<file path="src/rtl/direction_logic.sv">
// Snake travel-direction register: synchronises four button levels, drops the
// reversal request, resolves UP > DOWN > LEFT > RIGHT and registers the result.
module direction_logic #(
  parameter int         SYNC_STAGES = 2,
  parameter logic [1:0] RESET_DIR   = 2'b11
) (
  input  logic       clk,
  input  logic       rst,
  input  logic       up,
  input  logic       down,
  input  logic       left,
  input  logic       right,
  output logic [1:0] directionOut
);

  localparam logic [1:0] DIR_UP    = 2'b00;
  localparam logic [1:0] DIR_DOWN  = 2'b01;
  localparam logic [1:0] DIR_LEFT  = 2'b10;
  localparam logic [1:0] DIR_RIGHT = 2'b11;

  // Button vector bit (3 - code) carries the request for direction code.
  logic [3:0] btn_raw;
  logic [3:0] btn_sync;
  logic [3:0] req_filt;
  logic [1:0] opp_dir;
  logic [1:0] dir_d;
  logic [1:0] dir_q;

  assign btn_raw = {up, down, left, right};

  generate
    if (SYNC_STAGES == 0) begin : g_nosync
      assign btn_sync = btn_raw;
    end else begin : g_sync
      logic [3:0] sync_q [SYNC_STAGES];

      always_ff @(posedge clk or posedge rst) begin
        if (rst) begin
          for (int i = 0; i < SYNC_STAGES; i++) sync_q[i] <= 4'b0000;
        end else begin
          sync_q[0] <= btn_raw;
          for (int i = 1; i < SYNC_STAGES; i++) sync_q[i] <= sync_q[i-1];
        end
      end

      assign btn_sync = sync_q[SYNC_STAGES-1];
    end
  endgenerate

  always_comb begin
    opp_dir  = dir_q ^ 2'b01;
    req_filt = btn_sync & ~(4'b1000 >> opp_dir);
    dir_d    = dir_q;
    if (req_filt[3])      dir_d = DIR_UP;
    else if (req_filt[2]) dir_d = DIR_DOWN;
    else if (req_filt[1]) dir_d = DIR_LEFT;
    else if (req_filt[0]) dir_d = DIR_RIGHT;
  end

  always_ff @(posedge clk or posedge rst) begin
    if (rst) dir_q <= RESET_DIR;
    else     dir_q <= dir_d;
  end

  assign directionOut = dir_q;

endmodule

</file>
<file path="config.mk">
export PLATFORM = sky130hd
export DESIGN_NAME = direction_logic
export DESIGN_NICKNAME = d
export VERILOG_FILES = /design/src/rtl/direction_logic.sv
export SDC_FILE = /design/constraint.sdc
export NUM_CORES = 1
export LEC_CHECK = 0
export BUFFER_PORTS_ARGS = -buffer_cell sky130_fd_sc_hd__buf_2
export CORE_AREA = 2 2 39 41
export DETAILED_ROUTE_END_ITERATION = 16
export DIE_AREA = 0 0 41 43
export PLACE_DENSITY_LB_ADDON = 0.2
export SETUP_SLACK_MARGIN = 0.2
export SLEW_MARGIN = 20
export SYNTH_ARGS = -nofsm -noshare
export SYNTH_HDL_FRONTEND = slang
export SYNTH_SLANG_ARGS = --single-unit
</file>
<file path="constraint.sdc">
create_clock -name clk -period 1.4 [get_ports clk]
set_input_delay 0.28 -clock clk [delete_from_list [all_inputs] [get_ports clk]]
set_output_delay 0.28 -clock clk [all_outputs]
set_load 0.02 [all_outputs]
</file>
==> flow_summary.toml <==
[outcome]
status = "finished, final reports clean"

[die]
dieArea_mm2 = 0.00176
core_mm2 = 0.00138
start_util_pct = 23.4
die_h_um = 43
boundaryPins = 8
chipWidth_um = 41
fp-row-count = 14

[worst_setup_path]
crit_family = "flip-flops"
worst-endpoint-arrival_ps = 900
endpoint_kind = "output pin"
timing.rr.start = "directionOut[0]"
reg2regPathDepth = 4
critPathLaunchType = "flop"
reg2reg_slack_ps = 290
crit_fanout = 2
path_cells = "buf_6"
cp_num_buf_inv = 1
reg2reg_to = "directionOut[1]"
criticalPathCategory = "reg -> out"
required_ps = 1120
crit_slowest_cell = "dfstp_2"
slowest_delay_ps = 540

[timing]
max_slew.worst_pin.slew_ps = 368
slew_viol_final = 0
rsz0062_at_grt = "yes"
hold_viol_final = 0
tns_ps = 0
clock.fmax_mhz = 844
skew_ps = 2.32
slew_headroom_pct = 75.4
finalCritPeriodShare_pct = 84.6
setup_violations = 0
finalCriticalPeriod_ps = 1180
whs_ps = 125

[drt]
wl_per_cell_um = 8.90
ant_nets = 0
vias_per_cell = 3.98
drtIter0Drc = 2
drcViolationCount = 0
dr.pass1.iters = 2
routed_wl_um = 454
vias = 203

[synth]
yosys-top-cells-count = "8 x dfrtp_1, 2 x dfstp_2, 2 x inv_1, 2 x nand2b_1"
synth-seq-cells = 10
yosys_warnings = 0
async_flop_share_pct = 100
synth_area_per_cell_um2 = 15.4
synth_most_common_cell = "dfrtp_1"
synth_edf_count = 0
yosys.cell_types.count = 11
synthFlopType = "dfrtp_1"
yosysTopAreaCell = "dfrtp_1"
ys_seq_area_share_pct = 78.0
synthDominantCellAreaShare_pct = 61.8
synth_cells = 21
synthesis.nets = 27
netlist_area_um2 = 324
yosys-top-cells-area = "dfrtp_1 62%, dfstp_2 16%, nor4b_2 4.6%, nand2b_1 3.9%, mux2i_1 3.1%"

[finish]
drive_gt1_share_pct = 45.7
stdcell_area_um2 = 453
synthToLayoutAreaGrowth_pct = 39.8
fillers = 146
final_util_pct = 32.7
multiInputGateArea_um2 = 63.8
stdcell_count = 51
fin_nets = 42
antennaDiodeCount = 0
seq_area_um2 = 253

[grt]
grt_max_degree = 11
antenna_found_initial = 0
grt_pass1_vias = 216
grt_pass1_wl_um = 772
grt_overflow_total = 0
grtUsageTotal_pct = 6.73

[placement]
place_area_um2 = 379
placedCellCount = 44
place.gp.congestion = 0.578
dp_hpwl_um = 317
port_buffers = 7

[clocking]
cts.path.max_buffers = 2
clock-sinks = 10
root_buffer = "clkbuf_4"
cts_buffers = 3
clkSlewWorstSetupHoldPaths_ps = 60
clock_latency_ps = 250
cts-htree-levels = 1
cts_tree = "built"

[job]
max-cap-violations = 0

[min_path]
holdCritPathClass = "in -> reg"
min_to = "g_sync.sync_q[5]"
hold_path_depth = 1
min-delay-start = "left"

[power]
peakVddDrop_uv = 508
powerDensity_mw_per_mm2 = 1690
power_leakage_nw = 0.208
[metrics by stage]
step	worst slack (ps)	total power, W
finish	215	0.000767
global route	176	0.000813
CTS	197	0.000780
detailed placement	382	0.000468
global placement	395	0.000466
floorplan	347	0.000433
[layout by cell type (no fill, tap or decap)]
cell and instances:
dlygate4sd3_1 1, nor4b_2 1, mux2i_1 1, dfrtp_1 8, clkbuf_8 1, buf_2 5
dfstp_2 2, o22ai_1 1, inv_1 2, nor2_1 1, a31oi_1 1, buf_6 2
nand2b_1 2, o21ai_0 1, clkbuf_4 3, buf_4 2, o21ai_1 1
[logic make-up (layout without fill, tap and decap cells)]
kind of cell	Yosys count	count (layout)	share of synthesized area, %
buffers and inverters	2	16	2.32
DFF	10	10	78.0
muxes	1	1	3.09
AOI/OAI and AO/OA	4	4	6.95
and+or+nand+nor	4	4	9.65
[worst max path at each step]
stage / startpoint / depth (start not counted) / to / slack (ps)
after floorplan: directionOut[0] / 3 / directionOut[1] / 350
after global placement: directionOut[0] / 3 / directionOut[1] / 400
after detailed placement: directionOut[0] / 3 / directionOut[1] / 380
after CTS: directionOut[1] / 1 / directionOut[1] / 200
after global routing: directionOut[1] / 1 / directionOut[1] / 180
final: directionOut[1] / 1 / directionOut[1] / 220
[power breakdown]
group | switching, W | leakage [nW] | internal, W | total, W
clock | 0.0000906 | 0.0210 | 0.000158 | 0.000248
sequential | 0.0000188 | 0.114 | 0.000334 | 0.000353
combinational | 0.0000753 | 0.0729 | 0.0000904 | 0.000166
[repair_timing]
item	CTS	global route
hold buffers	1	0
resized for setup	4	0
hold endpoints to repair	8	0
pin swaps	0	0
setup endpoints to repair	2	2
setup buffers	2	0
[cell type report]
type                            count  share of cell area [%]
Clock buffer                        4                    8.01
Inverter                            2                    1.66
Multi-Input combinational cell      9                    14.1
Sequential cell                    10                    55.8
Timing Repair Buffer               10                    16.0
Tap cell                           16                    4.42
[routing by layer]
layer	routed length, um	vias to the layer above	track usage, %
met4	0	0	6.00
met5	0	-	0
met2	222	7	10.6
met1	206	98	6.76
met3	25	0	1.57
li1	-	98	-
[flip-flops by register name, summed over array words and instances, names as in the netlist]
signal and cells:
btn_sync 4, directionOut 2, g_sync.sync_q 4
Note: power is estimated with default switching activity, not from simulation.
